**src/rtl/regfile_write_arbiter_if.sv**
```systemverilog
// Register-file write arbiter bus: requester handshake, stall and the
// registered write-port outputs.
interface regfile_write_arbiter_if #(
  parameter int NUM_REQ = 3,
  parameter int DATA_W  = 16,
  parameter int ADDR_W  = 6
);
  logic                      stall;
  logic [NUM_REQ-1:0]        req_valid;
  logic [NUM_REQ*ADDR_W-1:0] req_dest;
  logic [NUM_REQ*DATA_W-1:0] req_data;
  logic [NUM_REQ-1:0]        req_ready;
  logic                      wr_en;
  logic [ADDR_W-1:0]         wr_dest;
  logic [DATA_W-1:0]         wr_data;
  logic                      err_addr;
  logic                      busy;

  modport master (
    output stall, req_valid, req_dest, req_data,
    input  req_ready, wr_en, wr_dest, wr_data, err_addr, busy
  );

  modport slave (
    input  stall, req_valid, req_dest, req_data,
    output req_ready, wr_en, wr_dest, wr_data, err_addr, busy
  );
endinterface

```
**src/rtl/regfile_write_arbiter.sv**
```systemverilog
// Round-robin arbiter sharing the register-file write port among NUM_REQ sources.
// Optional write-forwarding read ports are enabled with `define RFWA_FWD_EN.
module regfile_write_arbiter #(
  parameter int NUM_REQ  = 3,
  parameter int DATA_W   = 16,
  parameter int ADDR_W   = 6,
  parameter int NUM_REGS = 32
) (
  input logic                    clk,
  input logic                    rst,
  regfile_write_arbiter_if.slave bus
`ifdef RFWA_FWD_EN
  ,
  input  logic [ADDR_W-1:0]      rd_addr_1,
  input  logic [ADDR_W-1:0]      rd_addr_2,
  output logic                   fwd_hit_1,
  output logic                   fwd_hit_2,
  output logic [DATA_W-1:0]      fwd_data_1,
  output logic [DATA_W-1:0]      fwd_data_2
`endif
);

  localparam int PTR_W = (NUM_REQ > 1) ? $clog2(NUM_REQ) : 1;
  localparam logic [ADDR_W:0] REG_LIMIT = (ADDR_W+1)'(NUM_REGS);

  logic [PTR_W-1:0]   last_grant;
  logic [PTR_W-1:0]   grant_idx;
  logic               grant_found;
  logic [NUM_REQ-1:0] ready_vec;
  logic [ADDR_W-1:0]  sel_dest;
  logic [DATA_W-1:0]  sel_data;
  logic               dest_zero;
  logic               dest_legal;

  logic               wr_en_q;
  logic [ADDR_W-1:0]  wr_dest_q;
  logic [DATA_W-1:0]  wr_data_q;
  logic               err_q;

  // Search starts just past the last granted requester and wraps around.
  always_comb begin
    int unsigned      idx;
    logic [PTR_W-1:0] idx_p;
    grant_found = 1'b0;
    grant_idx   = '0;
    idx         = 0;
    idx_p       = '0;
    if (!rst && !bus.stall) begin
      for (int unsigned k = 1; k <= NUM_REQ; k++) begin
        idx   = (32'(last_grant) + k) % NUM_REQ;
        idx_p = PTR_W'(idx);
        if (!grant_found && bus.req_valid[idx_p]) begin
          grant_found = 1'b1;
          grant_idx   = idx_p;
        end
      end
    end
  end

  always_comb begin
    ready_vec = '0;
    if (grant_found) ready_vec[grant_idx] = 1'b1;
  end

  always_comb begin
    sel_dest = '0;
    sel_data = '0;
    for (int unsigned i = 0; i < NUM_REQ; i++) begin
      if (grant_idx == PTR_W'(i)) begin
        sel_dest = bus.req_dest[i*ADDR_W +: ADDR_W];
        sel_data = bus.req_data[i*DATA_W +: DATA_W];
      end
    end
  end

  assign dest_zero  = (sel_dest == '0);
  assign dest_legal = ({1'b0, sel_dest} < REG_LIMIT);

  // r0 and out-of-range writes are still accepted, just never written.
  always_ff @(posedge clk or posedge rst) begin
    if (rst) begin
      last_grant <= PTR_W'(NUM_REQ - 1);
      wr_en_q    <= 1'b0;
      wr_dest_q  <= '0;
      wr_data_q  <= '0;
      err_q      <= 1'b0;
    end else begin
      wr_en_q <= grant_found && !dest_zero && dest_legal;
      err_q   <= grant_found && !dest_legal;
      if (grant_found) begin
        last_grant <= grant_idx;
        wr_dest_q  <= sel_dest;
        wr_data_q  <= sel_data;
      end
    end
  end

  assign bus.req_ready = ready_vec;
  assign bus.wr_en     = wr_en_q;
  assign bus.wr_dest   = wr_dest_q;
  assign bus.wr_data   = wr_data_q;
  assign bus.err_addr  = err_q;
  assign bus.busy      = (|bus.req_valid) | wr_en_q;

`ifdef RFWA_FWD_EN
  assign fwd_hit_1  = wr_en_q && (wr_dest_q == rd_addr_1);
  assign fwd_hit_2  = wr_en_q && (wr_dest_q == rd_addr_2);
  assign fwd_data_1 = fwd_hit_1 ? wr_data_q : '0;
  assign fwd_data_2 = fwd_hit_2 ? wr_data_q : '0;
`endif

endmodule

```
**src/flat_wrapper.sv**
```systemverilog
// flat-port wrapper written by rule: the top's interface ports become plain ports
module regfile_write_arbiter_flat 
#(
  parameter int NUM_REQ  = 3,
  parameter int DATA_W   = 16,
  parameter int ADDR_W   = 6,
  parameter int NUM_REGS = 32
)
  (clk, rst, bus_stall, bus_req_valid, bus_req_dest, bus_req_data, bus_req_ready, bus_wr_en, bus_wr_dest, bus_wr_data, bus_err_addr, bus_busy);
  regfile_write_arbiter_if #(.NUM_REQ(NUM_REQ), .DATA_W(DATA_W), .ADDR_W(ADDR_W)) bus_i ();
  input logic clk;
  input logic rst;
  input wire logic [$bits(bus_i.stall)-1:0] bus_stall;
  input wire logic [$bits(bus_i.req_valid)-1:0] bus_req_valid;
  input wire logic [$bits(bus_i.req_dest)-1:0] bus_req_dest;
  input wire logic [$bits(bus_i.req_data)-1:0] bus_req_data;
  output wire logic [$bits(bus_i.req_ready)-1:0] bus_req_ready;
  output wire logic [$bits(bus_i.wr_en)-1:0] bus_wr_en;
  output wire logic [$bits(bus_i.wr_dest)-1:0] bus_wr_dest;
  output wire logic [$bits(bus_i.wr_data)-1:0] bus_wr_data;
  output wire logic [$bits(bus_i.err_addr)-1:0] bus_err_addr;
  output wire logic [$bits(bus_i.busy)-1:0] bus_busy;
  assign bus_i.stall = bus_stall;
  assign bus_i.req_valid = bus_req_valid;
  assign bus_i.req_dest = bus_req_dest;
  assign bus_i.req_data = bus_req_data;
  assign bus_req_ready = bus_i.req_ready;
  assign bus_wr_en = bus_i.wr_en;
  assign bus_wr_dest = bus_i.wr_dest;
  assign bus_wr_data = bus_i.wr_data;
  assign bus_err_addr = bus_i.err_addr;
  assign bus_busy = bus_i.busy;
  regfile_write_arbiter #(.NUM_REQ(NUM_REQ), .DATA_W(DATA_W), .ADDR_W(ADDR_W), .NUM_REGS(NUM_REGS)) u_core (.clk(clk), .rst(rst), .bus(bus_i));
endmodule
```
**config.mk**
```make
export PLATFORM = sky130hd
export DESIGN_NAME = regfile_write_arbiter_flat
export DESIGN_NICKNAME = d
export VERILOG_FILES = /design/src/rtl/regfile_write_arbiter_if.sv /design/src/rtl/regfile_write_arbiter.sv /design/src/flat_wrapper.sv
export SDC_FILE = /design/constraint.sdc
export NUM_CORES = 1
export LEC_CHECK = 0
export CORE_MARGIN = 5
export CORE_UTILIZATION = 35
export CTS_CLUSTER_DIAMETER = 120
export DETAILED_ROUTE_END_ITERATION = 10
export PLACE_DENSITY_LB_ADDON = 0.12
export SETUP_SLACK_MARGIN = 0.05
export SLEW_MARGIN = 20
export SYNTH_ARGS = -nofsm -noshare
export SYNTH_HDL_FRONTEND = slang
export SYNTH_SLANG_ARGS = --single-unit
export TNS_END_PERCENT = 10
```
**constraint.sdc**
```tcl
create_clock -name clk -period 2.2 [get_ports clk]
set_input_delay 0.44 -clock clk [delete_from_list [all_inputs] [get_ports clk]]
set_output_delay 0.44 -clock clk [all_outputs]
set_load 0.02 [all_outputs]
```
# ---- Yosys cells after proc, flatten, opt, wreduce, memory -nomap -nowiden
# Cells that the tools add are included.
dict set report word_totals {
  reg_bits 26
  inputBits 72
  out_inout_bits 28
  word_cells 61
}
dict set report classes {
  n_addsub 3
  div 3
  order_cmp 6
  eq_ne 2
  mux 25
  n_bitwise 1
  reduce_logical 16
}
# op count
set op_table {}
lappend op_table {{modulo 32 x 2 -> 32 bit, second input constant} 3}
lappend op_table {{two-way mux 16 bit} 3}
lappend op_table {{two-way mux 6 bit} 3}
lappend op_table {{< comparator 2 x 3 -> 1 bit, second input constant} 4}
lappend op_table {{two-way mux 1 bit} 10}
lappend op_table {{two-way mux 2 bit} 4}
lappend op_table {{logical AND 1 bit} 7}
lappend op_table {{adder 2 x 2 -> 3 bit, second input constant} 2}
lappend op_table {{binary-select mux 1 bit (select 2 bit)} 3}
lappend op_table {{logical NOT 1 bit} 6}
lappend op_table {{logical NOT 6 bit} 1}
lappend op_table {{< comparator 6 bit, second input constant} 1}
lappend op_table {{adder 2 x 1 -> 3 bit, second input constant} 1}
lappend op_table {{two-way mux 3 bit} 1}
lappend op_table {{OR reduction 3 bit} 1}
lappend op_table {{demux 1 bit (select 2 bit)} 1}
lappend op_table {{== test 2 x 1 -> 1 bit, second input constant} 1}
lappend op_table {{== test 2 bit, second input constant} 1}
lappend op_table {{greater-or-equal comparator 2 x 1 -> 1 bit, second input constant} 1}
lappend op_table {{logical NOT 2 bit} 1}
lappend op_table {{bitwise OR 1 bit} 1}

# ---- Logic depth before layout (Yosys ltp)
# Gate-level depths: netlist (run 1).
dict set report logic_depth {
  word_depth 22
  depth_mapped 12
  depth_no_buf 9
}

# ---- Worst setup path after synthesis (run 1)
# Ideal clock, no wire load.
dict set report synth_path {
  path_type {register to output}
  from {register u_core.last_grant[1]}
  to {output port bus_req_ready[0]}
  arrival_time_ns 2.139
  required_time_ns 1.760
  slack_ns -0.379
  stages_incl_launch_ff 10
  path_buffers 2
  cell_sequence {dfstp_2 -> inv_1 -> ha_1 -> a21bo_1 -> a31o_1 -> nand2_1 -> o21ai_0 -> buf_2 -> buf_1 -> nor2_1}
}
dict set report synth_between {
  elab_chain_len 19
  word_cells_on_any_way 32
  classes_between {add/sub: 3; div: 3; order compare: 2; mux: 19; reduce/logical: 5}
}
# element line_no
set synth_lines {}
lappend synth_lines {{start: declaration} regfile_write_arbiter.sv:26} ;# logic [PTR_W-1:0] last_grant;
lappend synth_lines {{start signal: assignment} regfile_write_arbiter.sv:82} ;# last_grant <= PTR_W'(NUM_REQ - 1);
lappend synth_lines {{start signal: assignment} regfile_write_arbiter.sv:91} ;# last_grant <= grant_idx;
lappend synth_lines {{adder 2 x 1 -> 3 bit} regfile_write_arbiter.sv:50} ;# idx = (32'(last_grant) + k) % NUM_REQ;
lappend synth_lines {{modulo 32 x 2 -> 32 bit} regfile_write_arbiter.sv:50}
lappend synth_lines {{binary-select mux 1 bit (select 2 bit)} regfile_write_arbiter.sv:52} ;# if (!grant_found && bus.req_valid[idx_p]) begin
lappend synth_lines {{two-way mux 1 bit (not written as such)} regfile_write_arbiter.sv:52}
lappend synth_lines {{two-way mux 1 bit} regfile_write_arbiter.sv:52}
lappend synth_lines {{two-way mux 1 bit} regfile_write_arbiter.sv:48} ;# if (!rst && !bus.stall) begin
lappend synth_lines {{logical NOT 1 bit} regfile_write_arbiter.sv:52}
lappend synth_lines {{logical AND 1 bit} regfile_write_arbiter.sv:52}
lappend synth_lines {{[3 not listed]} n/a}
lappend synth_lines {{logical AND 1 bit} regfile_write_arbiter.sv:52}
lappend synth_lines {{two-way mux 2 bit} regfile_write_arbiter.sv:52}
lappend synth_lines {{two-way mux 2 bit} regfile_write_arbiter.sv:48}
lappend synth_lines {{< comparator 2 x 3 -> 1 bit (not written as such) or greater-or-equal comparator 2 x 1 -> 1 bit (tied branches)} regfile_write_arbiter.sv:62} ;# if (grant_found) ready_vec[grant_idx] = 1'b1;
lappend synth_lines {{logical AND 1 bit (not written as such)} regfile_write_arbiter.sv:62}
lappend synth_lines {{two-way mux 1 bit (not written as such)} regfile_write_arbiter.sv:62}
lappend synth_lines {{demux 1 bit (select 2 bit)} n/a}
lappend synth_lines {{two-way mux 3 bit *} regfile_write_arbiter.sv:62}
lappend synth_lines {{end: declaration} flat_wrapper.sv:17} ;# output wire logic [$bits(bus_i.req_ready)-1:0] bus_req_ready;
# Every way passes the cells marked *; elsewhere a longest branch is shown, timed or not. The select of a mux whose other input is x is not followed.

# ---- Worst setup path after layout (run 1)
# Ends and elaborated chain as after synthesis.

==> impl_metrics.tcl, run 1 <==
set metrics [dict create \
    status "complete, but fails checks" \
    violations "negative setup slack" \
    vias 1933 \
    clk_latency_ns 0.27 \
    crit_buf_inv 2 \
    worstHoldPathType "flop to flop" \
    rrSetupSlack_ns -0.31 \
    core_area_um2 5010 \
    hpwl_mm 4.37 \
    die_height_um 81.2 \
    fin_util_pct 66.9 \
    rows 26 \
    max_clock_freq_ghz 0.381 \
    power_mw 3.64 \
    required_ns 1.76 \
    synth_area_um2 1770 \
    grt_overflow 0 \
    numCtsBuffers 3 \
    routabilityCongestion 0.831 \
    synthCells 210 \
    cts_htree_levels 1 \
    clk_pin_slew_ns 0.09 \
    postLayoutCellArea_um2 3350 \
    drc_errors 0 \
    finalHoldViolCount 0 \
    ys_ff_latch 26 \
    grt_max_degree 47 \
    boundaryPins 100 \
    post_dp_cell_area_um2 3090 \
    cp.arrival_ns 2.19 \
    ant_nets 0 \
    p_leak_nw 1.43 \
    timing.final.crit_period_ns 2.63 \
    whs_ns 0.490 \
    dp_slack_ns -0.832 \
    layout_setup_ws_ns -0.426 \
    fin_skew_ns 0.00784 \
    nFillCells 443 \
    power_density_nw_per_um2 1090 \
    ys_types 45 \
    start_util_pct 35.4 \
    worst-setup-path-type "flop to primary output" \
    grt_pass1_vias 1894 \
    worstPathCellList "inv_2 -> ha_4 -> a21bo_1 -> a31o_1 -> a221oi_2 -> or2_4 -> nor2_4 -> nor2_4 -> buf_6" \
    slew_viol_final 0 \
    rsz0062_at_grt "yes" \
    cp.depth 9 \
    nets 419 \
    slowest_stage "dfstp_2" \
    antenna_found_initial 0 \
    avgSynthCellArea_um2 8.44 \
    drive_gt1_share_pct 23.4 \
    syn2layout_area_growth_pct 89.1 \
    synth-seq-area-share_pct 36.8 \
    wl_per_cell_um 13.4 \
    num_antenna_cells 0 \
    totalWireLength_mm 5.52 \
    crit_path_frequent_cell "nor2_4" \
    period_share_pct 119 \
    cpPeakStageDelay_ns 0.57 \
    grt_pass1_wl_mm 8.81 \
    finalSetupViolations 29 \
    drt_first_pass_iters 4 \
    cts_sinks 26 \
    cp-start-kind "flop" \
    drt_iter0_drc 41 \
    cts_tree "built" \
    die_area_um2 6590 \
    clockBufferDepth 2 \
    slew_headroom_pct 71.9 \
    cts_root_buffer "clkbuf_8" \
    fin_tns_setup_ns -7.02 \
    vias_per_cell 4.69 \
    finalNonFillerCells 412 \
    cts_hold_buf 0 \
    die_w_um 81.2 \
    holdPathStages 2 \
    yosysWarningCount 0 \
    crit_family "compound AO/OA/AOI/OAI gates" \
    grt_usage_pct 17.1 \
    mappedNetlistNets 286 \
    dp_cells 397 \
    portBuffers 99 \
    cp_max_fo 4 \
    cp-end-kind "primary output" \
    worst_slew_pin_slew_ns 0.421 \
    max-vdd-ir-drop_mv 0.500 \
    drv_cap 0 \
    rr_worst_depth 10 \
]
cell usage in the layout (no fill, tap or decap), types with 2 or more instances in the layout:
master	count
nor3_1	2
a22oi_1	2
dlymetal6s2s_1	2
nor2_1	21
nor3b_2	2
inv_1	8
mux2_2	2
nor2_4	2
a21oi_1	17
a21oi_2	2
dfrtp_1	25
a221oi_2	3
clkbuf_8	3
buf_4	37
a21o_1	2
or3_1	2
nor2b_1	4
o21ai_1	21
mux2i_1	19
ha_4	3
clkdlybuf4s50_1	93
nand2_1	26
o21ai_0	3
buf_6	6
inv_2	2
layer usage:
layer  GRT usage (%)  vias to the layer above  routed length [um]
li1                -                     1007                   -
met1            19.9                      840                2230
met2            29.3                       72                2640
met3            5.10                       14                 497
met4            6.76                        0                 150
met5               0                        -                   0
worst paths after layout:
path	startpoint	endpoint
worst max-delay path	u_core.last_grant[1]	bus_req_ready[0]
worst min-delay path	u_core.bus.wr_data[8]	u_core.bus.wr_data[8]
worst max register to register	u_core.last_grant[1]	u_core.bus.wr_dest[4]
worst min register to register	u_core.bus.wr_data[8]	u_core.bus.wr_data[8]
max in group asynchronous	rst	u_core.last_grant[1]
min in group asynchronous	rst	u_core.bus.wr_en
synthesized netlist by cell type, drive strengths merged:
master | count | share of area (%)
a31o | 1 | 0.49
a21o | 2 | 0.85
nand2b | 1 | 0.35
or3 | 2 | 0.71
nor3b | 2 | 0.85
clkbuf | 5 | 1.1
or4 | 1 | 0.42
o21a | 1 | 0.42
nand3b | 1 | 0.42
and4 | 1 | 0.64
a31oi | 2 | 0.71
nor3 | 2 | 0.56
o221ai | 1 | 0.49
o21ai | 26 | 7.6
ha | 4 | 2.8
a221oi | 3 | 2.2
dfstp | 1 | 1.5
a41oi | 1 | 0.49
nand2 | 28 | 5.9
nor2 | 24 | 5.1
o31ai | 2 | 1.1
a21oi | 19 | 5.4
a21bo | 1 | 0.56
o32ai | 1 | 0.92
mux2i | 19 | 11
mux2 | 2 | 1.3
nor2b | 5 | 1.8
a311oi | 1 | 0.49
buf | 8 | 3.0
dfrtp | 25 | 35
or2 | 3 | 1.2
o211a | 1 | 0.56
a22oi | 2 | 0.85
nor4bb | 1 | 0.56
o221a | 1 | 0.64
inv | 10 | 2.1
final cells by class:
class                      count  area, um2  area share [%]
timing repair buffer         141       1340            40.0
multi-input combinational    161       1160            34.7
clock inverter                 1       30.0           0.896
tap                           70       87.6            2.61
clock buffer                   3       41.3            1.23
inverter                      10       37.5            1.12
sequential                    26        652            19.4
cell families after synthesis:
group,share of synthesized area [%]
DFF,36.8
adders and majority gates,2.82
and+or+nand+nor,18.5
muxes,12.0
buffers and inverters,6.21
AOI/OAI and AO/OA,23.7
power breakdown:
part | internal, mW | switching, mW
Combinational | 1.28 | 1.17
Sequential | 0.694 | 0.109
Clock | 0.243 | 0.149
sequential cells by signal (all words and copies together) (netlist names):
| register | flops |
|---|---|
| u_core.bus.err_addr | 1 |
| u_core.bus.wr_data | 16 |
| u_core.last_grant | 2 |
| u_core.bus.wr_en | 1 |
| u_core.bus.wr_dest | 6 |
worst reg2reg max path, cell delays in order, from the launching register on:
cell	delay [ns]
dfstp_2	0.57
buf_4	0.12
ha_4	0.16
buf_4	0.13
nor2b_1	0.06
o21ai_1	0.18
buf_4	0.15
nand2_1	0.09
o21ai_4	0.17
buf_4	0.41
mux2_2	0.39
what timing repair did:
| action | 4_1_cts | 5_1_grt |
|---|---|---|
| endpoints found under the setup margin | 30 | 30 |
| resized for setup | 39 | 10 |
| pin swaps | 14 | 6 |
| setup buffers | 6 | 5 |
Power figures use the tool's default switching activity.
==> inputs of run 2 (changes only) <==
SETUP_SLACK_MARGIN = 0.1   (was 0.05)
==> impl_metrics.tcl, run 2 (synthesis results as in run 1) <==
set metrics [dict create \
    status "complete, but fails checks" \
    violations "negative setup slack" \
    max_clock_freq_ghz 0.381 \
    wl_per_cell_um 13.4 \
    num_antenna_cells 0 \
    drv_cap 0 \
    start_util_pct 35.4 \
    die_w_um 81.2 \
    cts_hold_buf 0 \
    power_density_nw_per_um2 1080 \
    largest_reg_flops 16 \
    ant_nets 0 \
    cp.arrival_ns 2.19 \
    rows 26 \
    grt_pass1_vias 1894 \
    nets 419 \
    vias_per_cell 4.70 \
    period_share_pct 119 \
    finalNonFillerCells 412 \
    drt_iter0_drc 41 \
    grt_usage_pct 17.1 \
    required_ns 1.76 \
    p_leak_nw 1.44 \
    slew_headroom_pct 71.9 \
    finalHoldViolCount 0 \
    clockBufferDepth 2 \
    mostFrequentLayoutCell "clkdlybuf4s50_1" \
    grt_pass1_wl_mm 8.81 \
    ff_latch_area_um2 652 \
    cp-start-kind "flop" \
    core_area_um2 5010 \
    drt_first_pass_iters 4 \
    crit_path_frequent_cell "nor2_4" \
    rsz0062_at_grt "yes" \
    antenna_found_initial 0 \
    slowest_stage "dfstp_2" \
    worst_slew_pin_slew_ns 0.421 \
    cts_sinks 26 \
    cts_root_buffer "clkbuf_8" \
    cp_max_fo 4 \
    cpPeakStageDelay_ns 0.57 \
    slew_viol_final 0 \
    drc_errors 0 \
    portBuffers 99 \
    dp_cells 397 \
    boundaryPins 100 \
    worst-setup-path-type "flop to primary output" \
    finalSetupViolations 29 \
    syn2layout_area_growth_pct 89.8 \
    worstHoldPathType "flop to flop" \
    routabilityCongestion 0.831 \
    multi_input_comb_area_um2 1170 \
    grt_max_degree 47 \
    nFillCells 439 \
    hpwl_mm 4.37 \
    fin_skew_ns 0.00661 \
    cts_htree_levels 1 \
    fin_tns_setup_ns -6.93 \
    clk_pin_slew_ns 0.09 \
    die_height_um 81.2 \
    grt_overflow 0 \
    vias 1936 \
    worstPathCellList "inv_2 -> ha_4 -> a21bo_1 -> a31o_1 -> a221oi_2 -> or2_4 -> nor2_4 -> nor2_4 -> buf_6" \
    drive_gt1_share_pct 23.7 \
    totalWireLength_mm 5.53 \
    layout_common_cells "92 x clkdlybuf4s50_1, 37 x buf_4, 26 x nand2_1, 25 x dfrtp_1" \
    max-vdd-ir-drop_mv 0.500 \
    cts_tree "built" \
    die_area_um2 6590 \
    clk_latency_ns 0.27 \
    layout_setup_ws_ns -0.428 \
    timing.final.crit_period_ns 2.63 \
    numCtsBuffers 3 \
    cp-end-kind "primary output" \
]
[run 2: cell count changes in the layout (fill, tap and decap cells not counted)]
| cell | change |
|---|---|
| buf_2 | -1 |
| buf_6 | +1 |
| clkdlybuf4s50_1 | -1 |
| dlymetal6s2s_1 | +1 |
| or4_1 | -1 |
| or4_4 | +1 |
[run 2: critical path, delay by kind of cell (launching register included)]
kind	cells	cell delay, ns
compound gates	3	0.71
buf+inv	2	0.18
simple gates	3	0.31
flops	1	0.57
fa+ha+maj	1	0.16
[run 2: path summary, 6_finish.rpt]
kind,to,depth (start not counted),from,slack (ns)
max,bus_req_ready[0],9,u_core.last_grant[1],-0.43
min,u_core.bus.wr_data[8],2,u_core.bus.wr_data[8],0.49
max reg2reg,u_core.bus.wr_en,10,u_core.last_grant[1],-0.32
min reg2reg,u_core.bus.wr_data[8],2,u_core.bus.wr_data[8],0.49
max in group asynchronous,u_core.last_grant[1],4,rst,1.20
min in group asynchronous,u_core.bus.wr_en,4,rst,0.69
[run 2: area by class of cell]
| type | count | share of cell area, % |
|---|---|---|
| sequential | 26 | 19.4 |
| multi-input combinational | 161 | 34.7 |
| tap | 70 | 2.60 |
| clock buffer | 3 | 1.23 |
| timing repair buffer | 141 | 40.1 |
| inverter | 10 | 1.12 |
| clock inverter | 1 | 0.893 |
[run 2: timing repair]
item | CTS | global route
resized for setup | 39 | 14
pin swaps | 14 | 6
cloned | 0 | 0
endpoints found under the setup margin | 30 | 30
buffers inserted | 6 | 5
[run 2: power by group]
| part | switching (mW) | total (mW) | internal (mW) |
|---|---|---|---|
| Combinational | 1.17 | 2.45 | 1.28 |
| Clock | 0.148 | 0.391 | 0.243 |
| Sequential | 0.110 | 0.803 | 0.694 |
| Total | 1.42 | 3.64 | 2.22 |
[run 2: stage by stage]
step                      hold slack (ns)  worst slack [ns]  cell area (um2)  total power, mW  utilization, %
after CTS                           0.495            -0.464             3280             3.62            65.5
after detailed placement            0.475            -0.832             3090             3.04            61.6
after floorplan                     0.479            -0.100             1850             2.03               -
after global placement              0.462            -0.773             3090             3.01            61.6
final                               0.490            -0.428             3360             3.64            67.2
after global routing                0.518            -0.505             3360             3.90            67.2
[run 2: routing by layer]
layer / share of wire, % / vias to the layer above / global-route usage (%)
li1: - / 1006 / -
met5: 0 / - / 0
met2: 48 / 76 / 29.3
met1: 40 / 840 / 19.9
met4: 2.7 / 0 / 6.76
met3: 9.5 / 14 / 5.10
==> inputs of run 3 (changes only) <==
CTS_CLUSTER_SIZE = 16   (was default)
==> results of run 3 <==
The final DEF is identical to that of run 2; final timing and power are the same.
